$ cat src/rtl/bus_ctrl_pkg.sv
// Shared types and helpers for the 68k bus cycle controller.
package bus_ctrl_pkg;

    // Controller sequencing states
    typedef enum logic [2:0] {
        ST_IDLE,
        ST_WAIT,
        ST_HSHAKE,
        ST_ACK,
        ST_BERR
    } state_t;

    // Decoded target of the current bus cycle
    typedef enum logic [2:0] {
        REG_NONE,
        REG_ROM,
        REG_RAM,
        REG_IO,
        REG_CAN,
        REG_DRAM
    } region_t;

    // Priority encoder: ROM > RAM > IO > CAN > DRAM. RAM beats DRAM where
    // the two decode windows overlap.
    function automatic region_t encode_region(
        input logic rom,
        input logic ram,
        input logic io,
        input logic can,
        input logic dram
    );
        region_t r;
        if (rom)       r = REG_ROM;
        else if (ram)  r = REG_RAM;
        else if (io)   r = REG_IO;
        else if (can)  r = REG_CAN;
        else if (dram) r = REG_DRAM;
        else           r = REG_NONE;
        return r;
    endfunction

endpackage

$ cat src/rtl/cycle_timer.sv
// Loadable up/down counter shared by the wait-state and watchdog phases.
module cycle_timer #(
    parameter int CNT_W  = 8,
    parameter int TC_VAL = 254
) (
    input  logic             clk,
    input  logic             rst_n,
    input  logic             load,
    input  logic             dec,
    input  logic             inc,
    input  logic             clear,
    input  logic [CNT_W-1:0] load_val,
    output logic             zero,
    output logic             tc
);

    localparam logic [CNT_W-1:0] TC = CNT_W'(TC_VAL);

    logic [CNT_W-1:0] count;

    // Counter register: clear has priority, then load, then count down/up
    always_ff @(posedge clk or negedge rst_n) begin
        if (!rst_n) begin
            count <= '0;
        end else if (clear) begin
            count <= '0;
        end else if (load) begin
            count <= load_val;
        end else if (dec) begin
            count <= count - CNT_W'(1);
        end else if (inc) begin
            count <= count + CNT_W'(1);
        end
    end

    assign zero = (count == '0);
    assign tc   = (count == TC);

endmodule

$ cat src/rtl/bus_cycle_controller.sv
// Sequences each 68k bus cycle: wait-state insertion, DTACK_L generation,
// handshake watchdog and bus-error signalling.
module bus_cycle_controller
    import bus_ctrl_pkg::*;
#(
    parameter int ROM_WAIT = 1,
    parameter int RAM_WAIT = 1,
    parameter int IO_WAIT  = 2,
    parameter int TIMEOUT  = 255,
    parameter int CNT_W    = 8
) (
    input  logic       Clk,
    input  logic       Reset_L,
    input  logic       AS_L,
    input  logic       OnChipRomSelect_H,
    input  logic       OnChipRamSelect_H,
    input  logic       IOSelect_H,
    input  logic       DramSelect_H,
    input  logic       CanBusSelect_H,
    input  logic       DramDtack_L,
    input  logic       CanBusDtack_L,
    output logic       DTACK_L,
    output logic       BERR_L,
    output logic       Busy_H,
    output logic       Timeout_H,
    output logic [7:0] ErrCount
);

    localparam logic [CNT_W-1:0] ROM_N = CNT_W'(ROM_WAIT);
    localparam logic [CNT_W-1:0] RAM_N = CNT_W'(RAM_WAIT);
    localparam logic [CNT_W-1:0] IO_N  = CNT_W'(IO_WAIT);

    state_t           state;
    state_t           state_next;
    region_t          region_q;
    region_t          region_next;
    region_t          region_sel;
    logic             t_load;
    logic             t_dec;
    logic             t_inc;
    logic             t_clear;
    logic [CNT_W-1:0] t_load_val;
    logic             t_zero;
    logic             t_tc;
    logic             enter_berr;
    logic             timeout_evt;
    logic             timeout_d;
    logic             ready_l;

    // Wait-state count for the fixed-latency regions
    function automatic logic [CNT_W-1:0] region_wait(input region_t r);
        logic [CNT_W-1:0] n;
        case (r)
            REG_ROM: n = ROM_N;
            REG_RAM: n = RAM_N;
            REG_IO:  n = IO_N;
            default: n = '0;
        endcase
        return n;
    endfunction

    assign region_sel = encode_region(OnChipRomSelect_H, OnChipRamSelect_H,
                                      IOSelect_H, CanBusSelect_H, DramSelect_H);

    // Ready is taken from the region latched at the start of the cycle only
    assign ready_l = (region_q == REG_CAN) ? CanBusDtack_L : DramDtack_L;
    assign Busy_H  = (state != ST_IDLE);

    cycle_timer #(
        .CNT_W  (CNT_W),
        .TC_VAL (TIMEOUT - 1)
    ) u_timer (
        .clk      (Clk),
        .rst_n    (Reset_L),
        .load     (t_load),
        .dec      (t_dec),
        .inc      (t_inc),
        .clear    (t_clear),
        .load_val (t_load_val),
        .zero     (t_zero),
        .tc       (t_tc)
    );

    // State and latched-region registers
    always_ff @(posedge Clk or negedge Reset_L) begin
        if (!Reset_L) begin
            state    <= ST_IDLE;
            region_q <= REG_NONE;
        end else begin
            state    <= state_next;
            region_q <= region_next;
        end
    end

    // Next-state decode and timer control
    always_comb begin
        state_next  = state;
        region_next = region_q;
        t_load      = 1'b0;
        t_dec       = 1'b0;
        t_inc       = 1'b0;
        t_clear     = 1'b0;
        t_load_val  = '0;
        enter_berr  = 1'b0;
        timeout_evt = 1'b0;
        unique case (state)
            ST_IDLE: begin
                if (!AS_L) begin
                    region_next = region_sel;
                    case (region_sel)
                        REG_ROM, REG_RAM, REG_IO: begin
                            if (region_wait(region_sel) == '0) begin
                                state_next = ST_ACK;
                            end else begin
                                state_next = ST_WAIT;
                                t_load     = 1'b1;
                                t_load_val = region_wait(region_sel) - CNT_W'(1);
                            end
                        end
                        REG_CAN, REG_DRAM: begin
                            state_next = ST_HSHAKE;
                            t_clear    = 1'b1;
                        end
                        default: begin
                            state_next = ST_BERR;
                            enter_berr = 1'b1;
                        end
                    endcase
                end
            end
            ST_WAIT: begin
                // A negated strobe aborts the cycle silently
                if (AS_L) begin
                    state_next = ST_IDLE;
                end else if (t_zero) begin
                    state_next = ST_ACK;
                end else begin
                    t_dec = 1'b1;
                end
            end
            ST_HSHAKE: begin
                if (AS_L) begin
                    state_next = ST_IDLE;
                end else if (!ready_l) begin
                    state_next = ST_ACK;
                end else if (t_tc) begin
                    state_next  = ST_BERR;
                    enter_berr  = 1'b1;
                    timeout_evt = 1'b1;
                end else begin
                    t_inc = 1'b1;
                end
            end
            ST_ACK: begin
                if (AS_L) state_next = ST_IDLE;
            end
            ST_BERR: begin
                if (AS_L) state_next = ST_IDLE;
            end
            default: state_next = ST_IDLE;
        endcase
    end

    // Registered CPU-facing outputs and error counter
    always_ff @(posedge Clk or negedge Reset_L) begin
        if (!Reset_L) begin
            DTACK_L   <= 1'b1;
            BERR_L    <= 1'b1;
            timeout_d <= 1'b0;
            Timeout_H <= 1'b0;
            ErrCount  <= 8'd0;
        end else begin
            // Strobe high in ACK/BERR releases the output on the same edge
            DTACK_L   <= !((state == ST_ACK)  && !AS_L);
            BERR_L    <= !((state == ST_BERR) && !AS_L);
            // Pulse lines up with the first clock of BERR_L low
            timeout_d <= timeout_evt;
            Timeout_H <= timeout_d;
            if (enter_berr && (ErrCount != 8'hFF)) begin
                ErrCount <= ErrCount + 8'd1;
            end
        end
    end

endmodule

$ cat config.mk
export PLATFORM = sky130hd
export DESIGN_NAME = bus_cycle_controller
export DESIGN_NICKNAME = d
export VERILOG_FILES = /design/src/rtl/bus_ctrl_pkg.sv /design/src/rtl/cycle_timer.sv /design/src/rtl/bus_cycle_controller.sv
export SDC_FILE = /design/constraint.sdc
export NUM_CORES = 1
export LEC_CHECK = 0
export ABC_CLOCK_PERIOD_IN_PS = 4500
export CORE_ASPECT_RATIO = 1.2
export CORE_MARGIN = 5
export CORE_UTILIZATION = 45
export CTS_CLUSTER_DIAMETER = 100
export DETAILED_ROUTE_END_ITERATION = 16
export PLACE_DENSITY_LB_ADDON = 0.3
export SYNTH_ARGS = -nofsm -noshare
export SYNTH_HDL_FRONTEND = slang
export SYNTH_SLANG_ARGS = --single-unit
$ cat constraint.sdc
create_clock -name Clk -period 4.5 [get_ports Clk]
set_clock_uncertainty 0.1 [all_clocks]
set_input_delay 0.9 -clock Clk [delete_from_list [all_inputs] [get_ports Clk]]
set_output_delay 0.9 -clock Clk [all_outputs]
set_load 0.05 [all_outputs]
-- Word level (Yosys, flattened, before mapping)
Index checks and enable logic that the tools add are counted.
- $add $sub $neg: 4
- multiply operators: 0
- div/mod/pow operators: 0
- order comparisons: 0
- equal/unequal tests: 16
- shift-type cells: 0
- multiplexer cells: 53
- bitwise logic cells: 1
- reduce and logical (&&, ||, !) cells: 18
- operator list (cell ; number):
    $mux 8 ; 15
    $mux 3 ; 12
    $mux 1 ; 21
    $add 8x1->8 const B ; 2
    $logic_not 8->1 ; 2
    $sub 8x1->8 const B ; 2
    $eq 3x2->1 const B ; 4
    $eq 3x3->1 const B ; 4
    $pmux 3 s4 ; 1
    $eq 8x8->1 const B ; 1
    $ne 8x8->1 const B ; 1
    $eq 3x1->1 const B ; 2
    $pmux 3 s2 ; 1
    $reduce_or 2->1 ; 3
    $reduce_or 5->1 ; 1
    $ne 4x4->1 const B ; 1
    $pmux 2 s2 ; 1
    $reduce_and 4->1 ; 1
    $reduce_bool 4->1 ; 1
    $logic_and 1x1->1 ; 3
    $logic_not 1->1 ; 3
    $logic_not 3->1 ; 1
    $ne 3x3->1 const B ; 1
    $reduce_bool 3->1 ; 1
    7 further kinds ; 7
- register bits after elaboration: 26
- latch bits: 0
- memory bits (writable): 0
- memory bits (read-only): 0
- bits of input ports: 10
- output and inout port bits: 12
- logic and storage cells: 100
- memories kept: 0

-- Logic depth before layout (Yosys ltp)
- depth in word-level cells: 23
- mapped depth: 10

-- Modules after synthesis
From an unflattened synthesis, not the netlist that was laid out.
- cells, all modules: 184
- area, all modules: 1757.9 µm²
- modules (own cells, without submodules) (module ; instances ; cells each ; area an instance (µm²) ; sequential area each (µm²)):
    bus_cycle_controller ; 1 ; 91 ; 973.4 ; 452.9
    cycle_timer ; 1 ; 93 ; 784.5 ; 200.2

-- Least setup slack after synthesis
OpenSTA, ideal clock, no wires.
- kind: input-to-reg
- start: input AS_L
- end: register u_timer.count[6]
- arrival time: 2.835 ns
- slack: 1.434 ns
- stages on the path: 9
- buffers on the path: 0
- cell sequence: nor4b_1 o21ai_1 inv_1 ha_1 nor2b_1 o21a_1 o2111a_1 a311oi_1 mux2i_1
- cells in the longest elaborated chain, start to end: 5
- ends and longest elaborated chain (element ; line ; RTL):
    start: declaration ; bus_cycle_controller.sv:14 ; input logic AS_L,
    $mux 1 ; bus_cycle_controller.sv:133 ; if (AS_L) begin
    $mux 1 ; bus_cycle_controller.sv:106 ; unique case (state)
    $mux 8 ; cycle_timer.sv:29 ; end else if (dec) begin
    $mux 8 ; cycle_timer.sv:27 ; end else if (load) begin
    $mux 8 ; cycle_timer.sv:25 ; end else if (clear) begin
    end signal: assignment ; cycle_timer.sv:28 ; count <= load_val;
    end signal: assignment ; cycle_timer.sv:30 ; count <= count - CNT_W'(1);
    end signal: assignment ; cycle_timer.sv:32 ; count <= count + CNT_W'(1);
    end: declaration ; cycle_timer.sv:19 ; logic [CNT_W-1:0] count;
Several ways; a longest one is shown, not always the timed one.
A chain may end at the register's enable or synchronous reset.

-- Final worst setup path
- start: input AS_L
- end: register u_timer.count[7]
The elaborated chain is that of the path after synthesis.

==> impl_metrics.tcl <==
set metrics [dict create \
    dp_hpwl_um 2587 \
    rsz0062_at_grt "false" \
    hp-class "reg -> reg" \
    yosys_warnings 0 \
    grt_pass1_vias 1327 \
    finalCritPeriodShare_pct 81.28 \
    nNetsFinal 205 \
    drtIter0Drc 65 \
    post-place-ws_ns 0.6059 \
    yosysUniqueCellTypes 47 \
    drt-met1-wl_um 1401 \
    numPortBuffers 21 \
    final_cell_mix "24 x dfrtp_1, 21 x clkdlybuf4s50_1, 20 x nand2_1" \
    wl_met3_um 131 \
    outcome "completed" \
    antenna_found_initial 0 \
    cts_sinks 26 \
    core_area_um2 3396 \
    period_needed_ns 3.658 \
    cts_buffers 3 \
    stdcell_count 223 \
    syn-num-nets 182 \
    path_max_fanout 7 \
    die_h_um 75.38 \
    setup_violations 0 \
    clkLatencyLatePin_ns 0.27 \
    setup_tns_ns 0 \
    start_util_pct 47.20 \
    setup_ws_ns 0.8422 \
    tightest_slew_ns 1.135 \
    synth-edff-count 0 \
    seq_area_frac_synth_pct 40.75 \
    p_leak_nw 0.8507 \
    tritoncts "built" \
    cp-start-kind "primary input" \
    netlist_area_um2 1603 \
    gp_congestion 0.9183 \
    route.detailed.drc 0 \
    grt_pass1_wl_um 5899 \
    mostFrequentLayoutCell "dfrtp_1" \
    antenna_left 0 \
    grt_max_degree 27 \
    power_mw 0.8700 \
    path_class "in -> reg" \
    post_drt_wl_per_cell_um 15.02 \
    firstDrtPassIters 4 \
    vias 1324 \
    viasPerCell 5.937 \
    rows 23 \
    clockRootBuffer "clkbuf_8" \
    highest_layer "met4" \
    cp.arrival_ns 3.73 \
    maxCapViolations 0 \
    syn_avg_cell_area_um2 9.773 \
    slew_viol_final 0 \
    overflow 0 \
    hold_buffers 0 \
    ys_seq_elements 26 \
    cts_resized 0 \
    fp.dieArea_um2 4860 \
    cts_buffer_depth 2 \
    ir_worst_vdd_uv 231.0 \
    htreeDepth 1 \
    routed_wl_um 3350 \
    diodes 0 \
    die_w_um 64.48 \
    async_flop_share_pct 100.0 \
    cts_setup_buffers 0 \
    required_ns 4.57 \
    cp-end-kind "flop" \
    route.met2.wl_um 1762 \
    timing.slew.headroom_pct 24.11 \
    clkSlewWorstSetupHoldPaths_ns 0.09 \
    power.density_nw_per_um2 453.6 \
    fmax_mhz 273.4 \
    finalHoldViolations 0 \
    track_usage_pct 15.22 \
    synthToLayoutAreaGrowth_pct 19.67 \
    synth_cells 164 \
    ios 22 \
    place_inst 219 \
    synth_flop_cell "dfrtp_1" \
    drive_above_1_share_pct 9.677 \
]
==> logic make-up after synthesis <==
group	Yosys count	synth area share, %
AO/OA/AOI/OAI	34	14.60
multiplexers	9	6.011
buffers and inverters	8	1.952
AND/OR/NAND/NOR	72	26.15
flip-flops	26	40.75
XOR/XNOR	7	3.825
adder cells (fa/ha/maj)	8	6.713
==> through the flow <==
stage / hold WS, ns / util [%] / area, µm²
final: 0.2700 / 56.48 / 1918
after global routing: 0.2820 / 56.48 / 1918
after CTS: 0.2682 / 56.48 / 1918
after detailed placement: 0.2490 / 54.38 / 1847
after global placement: 0.2378 / 54.38 / 1847
after floorplan: 0.2312 / - / 1603
==> Yosys cell counts (2+ instances only) <==
| cell | number | share of area, % |
|---|---|---|
| nand3b_1 | 2 | 0.94 |
| xnor2_1 | 3 | 1.6 |
| a21o_1 | 3 | 1.4 |
| dfstp_2 | 2 | 3.3 |
| clkbuf_1 | 2 | 0.47 |
| mux2_2 | 4 | 2.8 |
| dfrtp_1 | 24 | 37 |
| nor3_1 | 5 | 1.6 |
| or3_2 | 2 | 0.94 |
| nor2_1 | 9 | 2.1 |
| o21a_1 | 2 | 0.94 |
| or4_1 | 3 | 1.4 |
| nor4b_1 | 2 | 1.1 |
| nand2b_1 | 2 | 0.78 |
| nand3_1 | 6 | 1.9 |
| ha_1 | 7 | 5.5 |
| mux2i_1 | 4 | 2.5 |
| a211oi_1 | 2 | 0.94 |
| xor2_1 | 4 | 2.2 |
| inv_1 | 5 | 1.2 |
| o21ai_1 | 2 | 0.62 |
| and3_1 | 3 | 1.2 |
| o21ai_0 | 7 | 2.2 |
| o31ai_1 | 3 | 1.4 |
| nor3b_1 | 4 | 1.9 |
| nor4_2 | 2 | 1.6 |
| nand2_1 | 20 | 4.7 |
| a21oi_1 | 7 | 2.2 |
| a211o_1 | 2 | 1.1 |
| nand4_1 | 3 | 1.2 |
| nor2b_1 | 2 | 0.78 |
==> routing by layer <==
metal / global-route usage (%) / vias to the layer above
li1: - / 653
met1: 17.40 / 641
met2: 28.44 / 26
met3: 1.770 / 4
met4: 7.512 / 0
met5: 0 / -
==> power by group <==
group	internal (mW)	total [mW]	switching, mW
Sequential	0.281	0.337	0.0560
Combinational	0.147	0.338	0.191
Clock	0.119	0.195	0.0756
Total	0.548	0.870	0.322
==> worst max-delay path, cell delays in order <==
cell and delay, ns:
clkdlybuf4s50_1 0.50, nor4b_1 0.52, o21ai_1 0.28, inv_1 0.25, ha_1 0.33, a21o_1 0.18, a21oi_1 0.18, a21oi_1 0.15
a211o_1 0.28, and3_1 0.16
==> final cells by class <==
class,count,area (µm²)
Multi-Input combinational cell,130,918.4
Clock inverter,1,30.03
Timing Repair Buffer,21,210.2
Sequential cell,26,653.1
Inverter,5,18.77
Fill cell,285,1478
Tap cell,37,46.29
Clock buffer,3,41.29
==> flip-flops by register name, summed over array words and instances, names as in the netlist <==
register	count
ErrCount	8
state	3
Timeout_H	1
region_q	3
timeout_d	1
BERR_L	1
u_timer.count	8
DTACK_L	1
==> path summary, 6_finish.rpt <==
kind | slack [ns] | endpoint | cells after the start | start
min reg2reg | 0.27 | Timeout_H | 0 | timeout_d
max in group asynchronous | 2.49 | ErrCount[5] | 1 | Reset_L
min in group asynchronous | 1.12 | region_q[2] | 1 | Reset_L
max | 0.84 | u_timer.count[7] | 10 | AS_L
min | 0.27 | Timeout_H | 0 | timeout_d
max reg2reg | 1.35 | u_timer.count[7] | 9 | u_timer.count[0]
(Power assumes the default switching activity.)
